<file path="config.mk">
export PLATFORM = sky130hd
export DESIGN_NAME = module_uart_rx_periph
export DESIGN_NICKNAME = d
export VERILOG_FILES = /design/src/rtl/module_uart_rx_periph_pkg.sv /design/src/rtl/module_uart_rx_fifo.sv /design/src/rtl/module_uart_rx_periph.sv
export SDC_FILE = /design/constraint.sdc
export NUM_CORES = 1
export LEC_CHECK = 0
export CORE_MARGIN = 2
export CORE_UTILIZATION = 40
export DETAILED_ROUTE_END_ITERATION = 7
export PLACE_DENSITY = 0.66
export SETUP_SLACK_MARGIN = 0.15
export SLEW_MARGIN = 20
export SYNTH_ARGS = -nofsm -noshare
export SYNTH_HDL_FRONTEND = slang
export SYNTH_SLANG_ARGS = --single-unit
</file>
<file path="constraint.sdc">
create_clock -name clk_i -period 5.2 [get_ports clk_i]
set_clock_uncertainty 0.15 [all_clocks]
set_input_delay 0.78 -clock clk_i [delete_from_list [all_inputs] [get_ports clk_i]]
set_output_delay 0.78 -clock clk_i [all_outputs]
set_load 0.1 [all_outputs]
</file>
<file path="src/rtl/module_uart_rx_periph_pkg.sv">
// Purpose: shared types and register map for the UART receive peripheral.
// Latency: n/a (declarations only).
// Backpressure: n/a.
package pkg_uart_rx;

    typedef enum logic [1:0] {
        IDLE  = 2'd0,
        START = 2'd1,
        DATA  = 2'd2,
        STOP  = 2'd3
    } rx_state_t;

    localparam logic [1:0] UART_RX_STATUS = 2'd0;
    localparam logic [1:0] UART_RX_DATA   = 2'd1;

    localparam int ST_VALID   = 0;
    localparam int ST_OVR     = 1;
    localparam int ST_FERR    = 2;
    localparam int ST_CNT_LSB = 4;

    // STATUS read word: valid, overrun, frame error and a 3-bit FIFO count.
    function automatic logic [31:0] status_word(input logic valid, input logic ovr,
                                                input logic ferr, input logic [2:0] cnt);
        logic [31:0] w;
        w = '0;
        w[ST_VALID]            = valid;
        w[ST_OVR]              = ovr;
        w[ST_FERR]             = ferr;
        w[ST_CNT_LSB +: 3]     = cnt;
        return w;
    endfunction

endpackage

</file>
<file path="src/rtl/module_uart_rx_fifo.sv">
// Purpose: small synchronous FIFO holding received bytes.
// Latency: a push is visible at dout/count on the cycle after the push edge.
// Backpressure: push while full is dropped unless a pop happens in the same cycle; pop while empty is ignored.
// Ports: clk_i/rst_i (async active-low), push/din in, pop in, dout/count/empty/full out.
// DEPTH must be a power of two and at least 2.
module module_uart_rx_fifo #(
    parameter int WIDTH = 8,
    parameter int DEPTH = 4
) (
    input  logic                     clk_i,
    input  logic                     rst_i,
    input  logic                     push,
    input  logic                     pop,
    input  logic [WIDTH-1:0]         din,
    output logic [WIDTH-1:0]         dout,
    output logic [$clog2(DEPTH):0]   count,
    output logic                     empty,
    output logic                     full
);

    localparam int AW = $clog2(DEPTH);

    logic [WIDTH-1:0] mem [DEPTH];
    logic [AW-1:0]    wr_ptr;
    logic [AW-1:0]    rd_ptr;
    logic             do_push;
    logic             do_pop;

    assign empty   = (count == '0);
    assign full    = (count == (AW+1)'(DEPTH));
    assign do_pop  = pop && !empty;
    // A pop in the same cycle frees the head slot, so a full FIFO can still accept.
    assign do_push = push && (!full || do_pop);
    assign dout    = mem[rd_ptr];

    always_ff @(posedge clk_i or negedge rst_i) begin
        if (!rst_i) begin
            wr_ptr <= '0;
            rd_ptr <= '0;
            count  <= '0;
        end else begin
            if (do_push) wr_ptr <= wr_ptr + AW'(1);
            if (do_pop)  rd_ptr <= rd_ptr + AW'(1);
            case ({do_push, do_pop})
                2'b10:   count <= count + (AW+1)'(1);
                2'b01:   count <= count - (AW+1)'(1);
                default: count <= count;
            endcase
        end
    end

    // Storage needs no reset: reads are gated by empty at the register mux.
    always_ff @(posedge clk_i) begin
        if (do_push) mem[wr_ptr] <= din;
    end

endmodule

</file>
<file path="src/rtl/module_uart_rx_periph.sv">
// Purpose: memory-mapped 8N1 UART receiver with a byte FIFO and STATUS/DATA registers.
// Latency: 2-cycle rx synchronizer; byte pushed on the stop-sample edge, visible the next cycle.
// Backpressure: none on the line; bytes arriving to a full FIFO are dropped and flag overrun.
// Ports: clk_i, rst_i (async active-low), we_i/addr_i/data_i bus write, rx_i serial in,
//        data_o combinational read data, rx_valid_o FIFO not empty.
module module_uart_rx_periph
    import pkg_uart_rx::*;
#(
    parameter int CLK_HZ     = 10_000_000,
    parameter int BAUD       = 9600,
    parameter int FIFO_DEPTH = 4
) (
    input  logic        clk_i,
    input  logic        rst_i,
    input  logic        we_i,
    input  logic [1:0]  addr_i,
    input  logic [31:0] data_i,
    input  logic        rx_i,
    output logic [31:0] data_o,
    output logic        rx_valid_o
);

    localparam int DIV  = CLK_HZ / BAUD;
    localparam int HALF = DIV / 2 - 1;
    localparam int CW   = $clog2(DIV);
    localparam int FCW  = $clog2(FIFO_DEPTH) + 1;

    logic            rx_meta;
    logic            rx_sync;
    rx_state_t       state;
    logic [CW-1:0]   cnt;
    logic [2:0]      bit_idx;
    logic [7:0]      shreg;
    logic            ovr;
    logic            ferr;

    logic            stop_tick;
    logic            push;
    logic            ferr_set;
    logic            ovr_set;
    logic            pop_req;
    logic [7:0]      fifo_dout;
    logic [FCW-1:0]  fifo_count;
    logic            fifo_empty;
    logic            fifo_full;
    logic            unused_data;

    assign unused_data = ^data_i[31:3];

    // Synchronizer presets to idle-high so reset never looks like a start bit.
    always_ff @(posedge clk_i or negedge rst_i) begin
        if (!rst_i) begin
            rx_meta <= 1'b1;
            rx_sync <= 1'b1;
        end else begin
            rx_meta <= rx_i;
            rx_sync <= rx_meta;
        end
    end

    always_ff @(posedge clk_i or negedge rst_i) begin
        if (!rst_i) begin
            state   <= IDLE;
            cnt     <= '0;
            bit_idx <= '0;
            shreg   <= '0;
        end else begin
            case (state)
                IDLE: begin
                    if (!rx_sync) begin
                        cnt   <= CW'(HALF);
                        state <= START;
                    end
                end
                START: begin
                    if (cnt != '0) begin
                        cnt <= cnt - CW'(1);
                    end else if (rx_sync) begin
                        // Line back high at mid start bit: treat as noise.
                        state <= IDLE;
                    end else begin
                        cnt     <= CW'(DIV - 1);
                        bit_idx <= '0;
                        state   <= DATA;
                    end
                end
                DATA: begin
                    if (cnt != '0) begin
                        cnt <= cnt - CW'(1);
                    end else begin
                        shreg <= {rx_sync, shreg[7:1]};
                        cnt   <= CW'(DIV - 1);
                        if (bit_idx == 3'd7) state <= STOP;
                        else                 bit_idx <= bit_idx + 3'd1;
                    end
                end
                STOP: begin
                    if (cnt != '0) cnt <= cnt - CW'(1);
                    else           state <= IDLE;
                end
                default: state <= IDLE;
            endcase
        end
    end

    // Push is decoded combinationally so the FIFO captures on the stop-sample edge itself.
    assign stop_tick = (state == STOP) && (cnt == '0);
    assign push      = stop_tick && rx_sync;
    assign ferr_set  = stop_tick && !rx_sync;
    assign pop_req   = we_i && (addr_i == UART_RX_STATUS) && data_i[0];
    assign ovr_set   = push && fifo_full && !pop_req;

    module_uart_rx_fifo #(
        .WIDTH (8),
        .DEPTH (FIFO_DEPTH)
    ) u_fifo (
        .clk_i (clk_i),
        .rst_i (rst_i),
        .push  (push),
        .pop   (pop_req),
        .din   (shreg),
        .dout  (fifo_dout),
        .count (fifo_count),
        .empty (fifo_empty),
        .full  (fifo_full)
    );

    // Sticky flags: a set in the same cycle as a clear wins.
    always_ff @(posedge clk_i or negedge rst_i) begin
        if (!rst_i) begin
            ovr  <= 1'b0;
            ferr <= 1'b0;
        end else begin
            if (ovr_set)
                ovr <= 1'b1;
            else if (we_i && addr_i == UART_RX_STATUS && data_i[1])
                ovr <= 1'b0;
            if (ferr_set)
                ferr <= 1'b1;
            else if (we_i && addr_i == UART_RX_STATUS && data_i[2])
                ferr <= 1'b0;
        end
    end

    assign rx_valid_o = !fifo_empty;

    always_comb begin
        data_o = '0;
        case (addr_i)
            UART_RX_STATUS: data_o = status_word(!fifo_empty, ovr, ferr, 3'(fifo_count));
            UART_RX_DATA:   data_o = fifo_empty ? 32'd0 : {24'd0, fifo_dout};
            default:        data_o = '0;
        endcase
    end

endmodule

</file>
## Yosys cells after proc, flatten, opt, wreduce, memory -nomap -nowiden

Memories as Yosys holds them, arrays and structs flattened.
Cells that the tools add are included.

- Add/sub/neg operators: 6
- Eq/ne operators: 17
- Muxes and demuxes: 27
- Bitwise logic cells: 1
- Reductions and logical operators: 29

Operators with widths:

| operator | count |
|---|---|
| $pmux 32 s2 | 1 |
| $mux 11 | 5 |
| $pmux 11 s4 | 1 |
| $ne 2x2->1 const B | 8 |
| $mux 2 | 6 |
| $mux 3 | 4 |
| $pmux 3 s2 | 2 |
| $logic_and 1x1->1 | 11 |
| $logic_not 11->1 | 1 |
| $reduce_bool 11->1 | 1 |
| $sub 11x1->11 const B | 1 |
| $reduce_and 5->1 | 2 |
| $mux 8 | 1 |
| $pmux 2 s4 | 1 |
| $reduce_bool 2->1 | 4 |
| $add 3x1->3 const B | 2 |
| $eq 2x1->1 const B | 3 |
| $eq 2x2->1 const B | 3 |
| $eq 3x3->1 const B | 2 |
| $mux 1 | 6 |
| $add 2x1->2 const B | 2 |
| $logic_not 1->1 | 4 |
| $logic_not 2->1 | 2 |
| $logic_not 3->1 | 1 |
| other kinds (6) | 6 |

- Register bits: 35
- Memory bits (writable): 32
- Bits of input ports: 38
- Output and inout bits: 33
- Logic and storage cells: 92
- Memories: 1

Memory list:

| name | depth | bits a word | rd ports | clocked after memory_dff | wr ports | RTL line | text |
|---|---|---|---|---|---|---|---|
| u_fifo.mem | 4 | 8 | 1 | 0 | 1 | module_uart_rx_fifo.sv:23 | `logic [WIDTH-1:0] mem [DEPTH];` |

## Depth between registers and ports, before layout

Gate-level depths: netlist (run 1).

- Depth in word-level cells: 8
- Gate-level depth with buffers: 12
- Depth with buffers taken out: 12

## Modules after synthesis

Synthesis (run 1) repeated with hierarchy kept, for this count alone.

- Cell total of the unflattened synthesis: 279
- Area total of the unflattened synthesis: 3,510.9 sq um

Modules (own cells, without submodules):

| module | times used | cells an instance | area each (sq um) | sequential area each (sq um) |
|---|---|---|---|---|
| module_uart_rx_periph | 1 | 199 | 1,923.1 | 703.2 |
| module_uart_rx_fifo | 1 | 80 | 1,587.8 | 1,136.1 |

## Worst setup path after synthesis (run 1)

OpenSTA, ideal clock, no wires.

- Kind: input-to-output
- From: input addr_i[0]
- To: output data_o[0]
- Arrival time: 3,111 ps
- Data required time: 4,270 ps
- Slack: 1,159 ps
- Stages: 3
- Buffers on the path: 1
- Path through: clkbuf_1 -> nor2b_1 -> nor3_1

- Word-level cells in the longest chain between the ends: 2
- Elaborated cells between the ends (all ways): 3
- Classes of those cells: eq/ne: 1; mux: 1; reduce/logical: 1

Ends and longest elaborated chain:

| element | RTL line | text |
|---|---|---|
| start: declaration | module_uart_rx_periph.sv:16 | `input logic [1:0] addr_i,` |
| $eq 2x1->1 / $logic_not 2->1 (equally long branches) | module_uart_rx_periph.sv:149 | `case (addr_i)` |
| $pmux 32 s2 * | module_uart_rx_periph.sv:149 |  |
| end: declaration | module_uart_rx_periph.sv:19 | `output logic [31:0] data_o,` |

Mark *: on every way between the ends. The rest lies on a longest branch, timed or not.

## Worst setup path after layout (run 1)

Same ends and word-level chain as after synthesis.

==> impl_results.md, run 1 <==
* Max-slew violations at 0
* Crit path capture type: primary output
* Routed vias at 2091
* Final HPWL DP at 4.36 mm
* # IOs at 71
* Reg2reg start: cnt[0]$_DFFE_PN0P_
* Final setup margin at 1380 ps
* Hold_sp: rx_meta$_DFF_PN1_
* Routed WL at 6.28 mm
* Post-synth top flop: dfrtp_1
* Pwr Total at 1.30 mW
* Placed cell area at 3590 µm²
* HP Class: reg -> reg
* Worst slack at placement at 1360 ps
* Core Util, Final at 0.457
* Switching share of power at 0.363
* GRT overflow at 0
* Worst skew pair latency at 360 ps
* Per-cell routed wire length at 16.1 µm
* Pin count of the biggest net entering global routing at 36
* Total core area at 8300 µm²
* Relative slew slack at 0.339
* Initial Util at 0.415
* Register area share after synthesis at 0.534
* Synthesized area at 3450 µm²
* Die area at 9370 µm²
* Num rows at 33
* Arrival time worst endpoint at 2890 ps
* Num CTS Buffers at 9
* Inserted Diodes at 0
* Power Density at 343 nW/µm²
* Multi-input logic area at 1410 µm²
* Leakage at 1.60 nW
* Hold-fix buffers at CTS at 0
* Final hold vios at 0
* Post-CTS sizing at 0
* Via-to-Cell Ratio at 5.36
* Crit path max fanout at 10
* Clock power share at 0.335
* Cell variety after synth at 49
* Proportion of layout cells with a drive suffix above 1 at 0.179
* Max Cap Viol at 0
* Final setup fails at 0
* Drt pass-1 iters at 5
* Antenna violations before repair at 0
* Initial DRC Count at 101
* Setup Buffers After CTS at 0
* Sequential share of power at 0.483
* Clock Sinks at 67
* EDFF count, synth at 32
* Longest Clk Path Bufs at 2
* Residual DRC count at 0
* Worst IR drop on VDD at 0.125 mV
* Synth Register Bits at 67
* Clock root buffer: clkbuf_8
* Post-DRT Antenna Nets at 0
* Crit path launch type: primary input
* Aggregate global-route resource usage at 0.143
* Avg Cell Area, Syn at 13.3 µm²
* Setup TNS at 0 ps
* Syn Inst Count at 260
* TritonCTS clock tree: built
* Ys async rst share at 0.522
* Final GP Congestion at 0.848
* Vias in the first global route at 2094
* RSZ-0062 raised after global routing: false
* Net Sw Power at 0.472 mW
* CTS H-tree depth at 3
* Worst-margin pin slew at 989 ps
* Period utilization at 0.735
* Final nets at 332
* Internal power at 0.828 mW
* Outcome: complete, no violations
* CP startpoint: addr_i[0]
* Peak Freq at 262 MHz
* Minimum clock period at 3820 ps
* Yosys warns at 0
* Die height at 96.8 µm
* Clock-pin slew on the worst setup and hold paths at 80 ps
* Area grow syn2layout at 9.95%
* Crit Path Class: in -> out
* FILL cells at 747
* Port bufs at 17
* First-pass GRT wire length at 10.5 mm
* Combinational Power Share at 0.182
* Horiz. Die Dim at 96.8 µm
* Final design area excluding fillers at 3790 µm²
* FF/Latch Area at 1840 µm²
* Req. time, crit path at 4270 ps
==> Yosys cell counts (2+ instances only) <==
cell | number | area, µm²
xnor2_1 | 3 | 26.3
o21ai_0 | 8 | 40.0
a31oi_1 | 8 | 50.1
edfxtp_1 | 32 | 961
dfrtp_1 | 33 | 826
nor3_1 | 8 | 40.0
xor2_1 | 3 | 26.3
and3_1 | 3 | 18.8
nor2_1 | 12 | 45.0
o211ai_1 | 4 | 30.0
buf_4 | 24 | 180
dfstp_2 | 2 | 52.6
inv_1 | 17 | 63.8
mux4_2 | 8 | 180
a22o_1 | 2 | 17.5
nand2_1 | 9 | 33.8
clkbuf_1 | 4 | 15.0
buf_6 | 2 | 22.5
mux2i_1 | 4 | 40.0
nand4_1 | 2 | 12.5
mux2_4 | 10 | 150
o31ai_1 | 5 | 37.5
nand3_1 | 6 | 30.0
ha_1 | 13 | 163
and2_1 | 6 | 37.5
a32o_1 | 7 | 70.1
a21oi_1 | 3 | 15.0
==> layout make-up <==
type                            count  share of cell area
Inverter                           17              0.0168
Timing Repair Buffer               17              0.0390
Sequential cell                    67               0.485
Multi-Input combinational cell    168               0.371
Tap cell                          105              0.0347
Clock buffer                        9              0.0327
Clock inverter                      7              0.0201
==> metal layers <==
metal  GRT usage  wire [µm]  up-vias  share of wire
li1            -          -      965              -
met1       0.185       2790     1034           0.44
met2       0.219       2950       82           0.47
met3      0.0368        428       10          0.068
met4      0.0780        114        0          0.018
met5           0          0        -              0
==> metrics by stage <==
stage | hold slack, ps | cells
after global routing | 212 | 390
after detailed placement | 197 | 374
after global placement | 196 | 374
final | 208 | 390
after CTS | 209 | 390
after floorplan | 195 | 283
==> sequential cells by signal, summed over array words and instances, names as in the netlist, 2 cells and up, named ones only <==
register and count:
bit_idx 3, u_fifo.count 3, shreg 8, u_fifo.mem 32
cnt 11, u_fifo.rd_ptr 2, u_fifo.wr_ptr 2
==> cell usage in the layout, fill, tap and decap left out, drive strengths merged, types with 3 or more instances in the layout <==
cell type,count
xnor2,3
nor2,12
a21oi,3
and2,6
o211ai,4
inv,23
ha,13
o31ai,5
dfrtp,33
clkbuf,9
mux2,10
a31oi,8
xor2,3
nand3,7
mux4,8
buf,8
o21ai,9
nor3,8
conb,24
a32o,7
and3,3
clkdlybuf4s50,9
edfxtp,32
nand2,10
mux2i,4
==> power by group through the flow <==
stage               combinational (mW)  clock [mW]  sequential [mW]
floorplan                        0.244           0            0.595
global placement                 0.234           0            0.638
detailed placement               0.239           0            0.640
CTS                              0.239       0.449            0.628
global route                     0.248       0.469            0.634
finish                           0.236       0.436            0.627
==> final timing paths <==
check                                                    to  slack, ps  depth (start not counted)
worst min register to register            rx_sync$_DFF_PN1_        210                          0
worst max register to register  u_fifo.count[1]$_DFFE_PN0P_       1980                         10
min in group asynchronous                cnt[2]$_DFFE_PN0P_        350                          1
worst max-delay path                              data_o[0]       1380                          4
max in group asynchronous              shreg[1]$_DFFE_PN0P_       4050                          1
worst min-delay path                      rx_sync$_DFF_PN1_        210                          0
==> worst max-delay path, cell delays in order <==
cell             delay [ps]
clkdlybuf4s50_1         590
nor2b_1                 220
nor3_1                  120
clkdlybuf4s50_1        1170
==> kinds of logic (layout without fill, tap and decap cells) <==
group           Yosys count  after routing  share of synthesized area
buf+inv                  48             50                     0.0831
mux                      22             22                      0.107
flops                    67             67                      0.534
simple gates             57             57                      0.107
other cells               1             24                    0.00109
compound gates           45             45                     0.0995
fa+ha+maj                14             14                     0.0530
xor+xnor                  6              6                     0.0153
No activity file was read; power rests on OpenSTA's default activity.
==> inputs of run 2 (changes only) <==
Settings changed: PLACE_DENSITY 0.66 to 0.68.
Clock period 5.2 ns to 3.4 ns, I/O delays scaled along.
==> run 2 against run 1 <==
  * Clock-buffer cell count unchanged
  * Combinational power up 59%
  * Power up 56%
  * Cell count up 0.77%
  * Register-to-register slack worse by 1300 ps
  * Global-route usage decreased by 0.17 points
  * Routed wire length increased by 0.83%
  * Utilization is 1.2 points higher
  * Clock power rose by 59%
  * First-iteration DRC count rose by 27%
  * Critical endpoint is now data_o[6]
  * Largest power group unchanged
==> impl_results.md, run 2 (synthesized netlist as in run 1, its figures left out) <==
* Outcome: complete, no violations
* CP cell instances: mux4_2 > a32o_1 > buf_12
* Minimum clock period at 2800 ps
* Clock root buffer: clkbuf_8
* Final setup fails at 0 (unchanged)
* Via-to-Cell Ratio at 5.26 (-1.9%)
* Pin count of the biggest net entering global routing at 36 (unchanged)
* FILL cells at 731 (-2.1%)
* Crit path capture type: primary output
* Setup TNS at 0 ps (unchanged)
* Aggregate global-route resource usage at 0.141 (-0.00172)
* Met3 wire len at 313 µm (-27%)
* # IOs at 71 (unchanged)
* Worst IR drop on VDD at 0.190 mV (+51%)
* Drt pass-1 iters at 4 (-1)
* Max Cap Viol at 0 (unchanged)
* HP Class: in -> async
* Setup Buffers After CTS at 0 (unchanged)
* Post-DRT Antenna Nets at 0 (unchanged)
* Top delay family on crit path: flip-flops
* CTS H-tree depth at 3 (unchanged)
* RSZ-0062 raised after global routing: false
* Met1 wire length at 3.02 mm (+8.3%)
* Total core area at 8300 µm² (unchanged)
* Proportion of layout cells with a drive suffix above 1 at 0.198 (+0.0190)
* Clock Sinks at 67 (unchanged)
* Period utilization at 0.825
* Inserted Diodes at 0 (unchanged)
* Leakage at 1.64 nW (+2.4%)
* Req. time, crit path at 2740 ps (-1530 ps)
* Peak Freq at 357 MHz
* Routed WL at 6.33 mm (+0.83%)
* Area grow syn2layout at 12.9%
* Non-filler cells, final at 393 (+0.77%)
* Final design area excluding fillers at 3890 µm² (+2.7%)
* Placed cell count at 377 (+0.80%)
* Final HPWL DP at 4.36 mm (about the same)
* Worst-margin pin slew at 836 ps (-152 ps)
* Initial Util at 0.415 (unchanged)
* Num rows at 33 (unchanged)
* Relative slew slack at 0.442 (+0.103)
* Port bufs at 17 (unchanged)
* Top sig layer: met4
* Max reg flops at 32 (unchanged)
* Reg with most FFs: u_fifo.mem
* Internal power at 1.34 mW (+61%)
* Antenna violations before repair at 0 (unchanged)
* Die height at 96.8 µm (unchanged)
* Final setup margin at 597 ps (-783 ps)
* Final GP Congestion at 0.844 (-0.41%)
* Worst skew pair latency at 350 ps (about the same)
* Longest Clk Path Bufs at 2 (unchanged)
* Placed cell area at 3690 µm² (+2.7%)
* TritonCTS clock tree: built
* Bufs and invs on worst path at 1 (-1)
* DR WL met2 at 2.87 mm (-2.6%)
* Initial DRC Count at 128 (+27%)
* Crit path launch type: flip-flop
* Routed vias at 2068 (-1.1%)
* First-pass GRT wire length at 10.4 mm (-1.1%)
* Largest regs: u_fifo.mem (32), cnt (11), shreg (8)
* Post-CTS sizing at 0 (unchanged)
* Num CTS Buffers at 9 (unchanged)
* Residual DRC count at 0 (unchanged)
* Horiz. Die Dim at 96.8 µm (unchanged)
* Combinational Power Share at 0.185 (+0.003)
* Switching share of power at 0.340 (-0.0231)
* GRT overflow at 0 (unchanged)
* Clock-pin slew on the worst setup and hold paths at 80 ps (about the same)
* Core Util, Final at 0.469 (+0.0124)
* Net Sw Power at 0.688 mW (+46%)
* CP max-delay cell: dfrtp_1
* Most frequent cells in the layout: dfrtp_1, edfxtp_1, conb_1
* Worst path max stage delay at 720 ps (-450 ps)
* Crit Path Class: reg -> out
* Sequential share of power at 0.473 (-0.010)
* Max-slew violations at 0 (unchanged)
* Clock power share at 0.342 (+0.007)
* Vias in the first global route at 1981 (-5.4%)
* Hold-fix buffers at CTS at 0 (unchanged)
* Crit path max fanout at 10 (unchanged)
* Arrival time worst endpoint at 2140 ps (-750 ps)
* Worst slack at placement at 488 ps (-870 ps)
* Power Density at 520 nW/µm² (+52%)
* Final nets at 335 (+0.90%)
* Per-cell routed wire length at 16.1 µm (about the same)
* Final hold vios at 0 (unchanged)
* Die area at 9370 µm² (unchanged)
* Commonest non-fill, non-tap cell in the layout: dfrtp_1
==> run 2: cell types whose count changed in the layout (fill, tap and decap cells not counted) <==
cell,previous run,this run
buf_12,0,6
clkdlybuf4s50_1,9,7
inv_8,3,1
buf_4,7,6
bufinv_16,0,1
clkinv_2,0,1
clkinv_4,0,1
clkinv_8,1,0
nor3_1,8,7
nor3_2,0,1
==> run 2: final timing paths <==
path / from / slack, ps / to / cells after the start
max in group asynchronous: rst_i / 2460 / ovr$_DFFE_PN0P_ / 1
min reg2reg: rx_meta$_DFF_PN1_ / 210 / rx_sync$_DFF_PN1_ / 0
max: u_fifo.rd_ptr[0]$_DFFE_PN0P_ / 600 / data_o[6] / 3
min in group clk_i: rx_meta$_DFF_PN1_ / 210 / rx_sync$_DFF_PN1_ / 0
max reg2reg: cnt[0]$_DFFE_PN0P_ / 670 / u_fifo.count[2]$_DFFE_PN0P_ / 12
min: rst_i / 110 / cnt[4]$_DFFE_PN0P_ / 1
==> run 2: layout make-up <==
type                       instances  area (µm²)  share of cell area
multi-input combinational        168        1410               0.363
clock inverter                     7        81.3              0.0209
clock buffer                       9         124              0.0318
timing repair buffer              20         240              0.0617
sequential                        67        1840               0.473
tap                              105         131              0.0338
inverter                          17        63.8              0.0164
==> run 2: through the flow <==
step	hold WS [ps]	total power, mW
floorplan	64.4	1.28
finish	110	2.02
detailed placement	199	1.35
global placement	196	1.35
CTS	132	2.04
global route	164	2.10
==> run 2: power groups by stage <==
stage | Combinational [mW] | Clock (mW) | Sequential [mW]
4_1_cts | 0.377 | 0.704 | 0.959
2_1_floorplan | 0.375 | 0 | 0.910
6_report | 0.375 | 0.692 | 0.957
5_1_grt | 0.393 | 0.739 | 0.968
3_5_place_dp | 0.378 | 0 | 0.976
3_3_place_gp | 0.375 | 0 | 0.976
==> run 2: routing by layer <==
layer  vias to the layer above  global-route usage
li1                        972                   -
met1                      1013               0.198
met2                        74               0.207
met3                         9              0.0282
met4                         0              0.0715
met5                         -                   0
==> inputs of run 3 (changes only) <==
Settings changed: PLACE_DENSITY 0.68 to 0.66.
Clock period 3.4 ns to 2.7 ns, I/O delays scaled along.
==> run 3 against run 2 <==
  * The flow now finishes with violations (negative hold slack)
  * Utilization increased by 1.8 points
  * Flip-flop and latch count unchanged
  * Sequential power is 22% higher
  * Design area grew 3.9%
  * Via count grew 2.6%
  * Register-to-register slack got worse by 400 ps
  * Die area unchanged
  * Critical path type unchanged
==> impl_results.md, run 3 (synthesized netlist as in run 1, its figures left out) <==
* Outcome: finished, violations left
* Failing checks: negative hold slack
* Final design area excluding fillers at 4040 µm² (+3.9%)
* Crit Path Class: reg -> out
* Placed cell area at 3820 µm² (+3.7%)
* Final hold slack at -12.2 ps (-123 ps)
* Worst skew pair latency at 350 ps (about the same)
* Period utilization at 0.903
* Crit path max fanout at 10 (unchanged)
* Clock-pin slew on the worst setup and hold paths at 80 ps (about the same)
* First-pass GRT wire length at 10.4 mm (-0.20%)
* Final HPWL DP at 4.55 mm (+4.4%)
* Largest regs: u_fifo.mem (32), cnt (11), shreg (8)
* Reg with most FFs: u_fifo.mem
* Pin count of the biggest net entering global routing at 36 (unchanged)
* Max-slew violations at 0 (unchanged)
* Via-to-Cell Ratio at 5.18 (-1.6%)
* Final nets at 352 (+5.1%)
* TritonCTS clock tree: built
* Worst IR drop on VDD at 0.244 mV (+29%)
* Num CTS Buffers at 9 (unchanged)
* Final hold vios at 24 (+24)
* Most frequent cells in the layout: dfrtp_1, edfxtp_1, conb_1
* FILL cells at 715 (-2.2%)
* Final GP Congestion at 0.909 (+7.7%)
* Post-DRT Antenna Nets at 0 (unchanged)
* Peak Freq at 410 MHz
* Aggregate global-route resource usage at 0.142 (+0.000993)
* Vias in the first global route at 2059 (+3.9%)
* GRT overflow at 0 (unchanged)
* Proportion of layout cells with a drive suffix above 1 at 0.259 (+0.0611)
* Total core area at 8300 µm² (unchanged)
* Crit path launch type: flip-flop
* Drt pass-1 iters at 6 (+2)
* # IOs at 71 (unchanged)
* Core Util, Final at 0.487 (+0.0184)
* HP Class: in -> async
* Final setup fails at 0 (unchanged)
* Routed vias at 2122 (+2.6%)
* Initial DRC Count at 91 (-29%)
* Pwr Total at 2.50 mW (+23%)
* Arrival time worst endpoint at 1880 ps (-260 ps)
* Leakage at 1.73 nW (+5.2%)
* Hold-fix buffers at CTS at 0 (unchanged)
* Residual DRC count at 0 (unchanged)
* Commonest non-fill, non-tap cell in the layout: dfrtp_1
* Worst-margin pin slew at 800 ps (-36.0 ps)
* Num rows at 33 (unchanged)
* Die area at 9370 µm² (unchanged)
* FF/Latch Area at 1840 µm² (unchanged)
* Horiz. Die Dim at 96.8 µm (unchanged)
* Initial Util at 0.415 (unchanged)
* Port bufs at 17 (unchanged)
* Longest Clk Path Bufs at 2 (unchanged)
* Power Density at 618 nW/µm² (+19%)
* Max Cap Viol at 0 (unchanged)
* Clock Sinks at 67 (unchanged)
* Crit path capture type: primary output
* Die height at 96.8 µm (unchanged)
* Routed WL at 6.43 mm (+1.6%)
* Area grow syn2layout at 17.4%
* Relative slew slack at 0.466 (+0.0240)
* Per-cell routed wire length at 15.7 µm (-2.6%)
* Inserted Diodes at 0 (unchanged)
* Req. time, crit path at 2140 ps (-600 ps)
* Minimum clock period at 2440 ps
* CTS H-tree depth at 3 (unchanged)
* Antenna violations before repair at 0 (unchanged)
* Clock root buffer: clkbuf_8
* Multi-input logic area at 1430 µm² (+1.2%)
* Max reg flops at 32 (unchanged)
* RSZ-0062 raised after global routing: false
==> run 3: cell count changes in the layout (fill, tap and decap cells not counted), moves of 2 or more <==
cell,delta
inv_1,-2
buf_4,+14
inv_2,+2
buf_12,+2
==> run 3: worst max-delay path, stage by stage (launching register included) <==
cell	delay, ps
dfrtp_1	340
buf_6	170
mux4_2	530
a32o_1	310
buf_12	170
==> run 3: power by group <==
group | internal (mW) | switching, mW
logic | 0.176 | 0.384
registers | 1.10 | 0.0676
clock network | 0.348 | 0.421
==> run 3: final timing paths <==
kind,from,cells after the start,slack (ps),end
max reg2reg,cnt[1]$_DFFE_PN0P_,12,270,u_fifo.count[2]$_DFFE_PN0P_
min in group clk_i,rx_meta$_DFF_PN1_,0,210,rx_sync$_DFF_PN1_
max in group asynchronous,rst_i,1,1900,shreg[1]$_DFFE_PN0P_
max,u_fifo.rd_ptr[0]$_DFFE_PN0P_,4,260,data_o[4]
min reg2reg,rx_meta$_DFF_PN1_,0,210,rx_sync$_DFF_PN1_
min,rst_i,1,-10,cnt[4]$_DFFE_PN0P_
==> run 3: repair_timing <==
action | in CTS | in global routing
gates resized for setup | 0 | 8
setup endpoints to repair | 0 | 3
buffers inserted | 0 | 3
==> run 3: per-stage QoR <==
step	hold slack, ps	worst slack [ps]	TNS (ps)	cells
CTS	11.0	181	0	407
global route	53.0	130	0	410
floorplan	-40.6	159	0	283
global placement	196	-69.3	-69.3	391
detailed placement	199	-156	-156	391
finish	-12.2	263	0	410
==> run 3: final cells by class <==
class                   count  share of cell area
flip-flops and latches     67               0.455
multi-input cells         168               0.353
well taps                 105              0.0325
inverters                  17              0.0158
repair buffers             37              0.0987
clock inverters             7              0.0145
clock buffers               9              0.0306
==> run 3: metal layers <==
layer,global-route usage,share of wire,vias to the layer above,wire [µm]
met4,0.0531,0.015,0,94
met2,0.213,0.47,62,3040
met1,0.192,0.47,1041,3010
met3,0.0470,0.046,9,296
li1,-,-,1010,-
met5,0,0,-,0
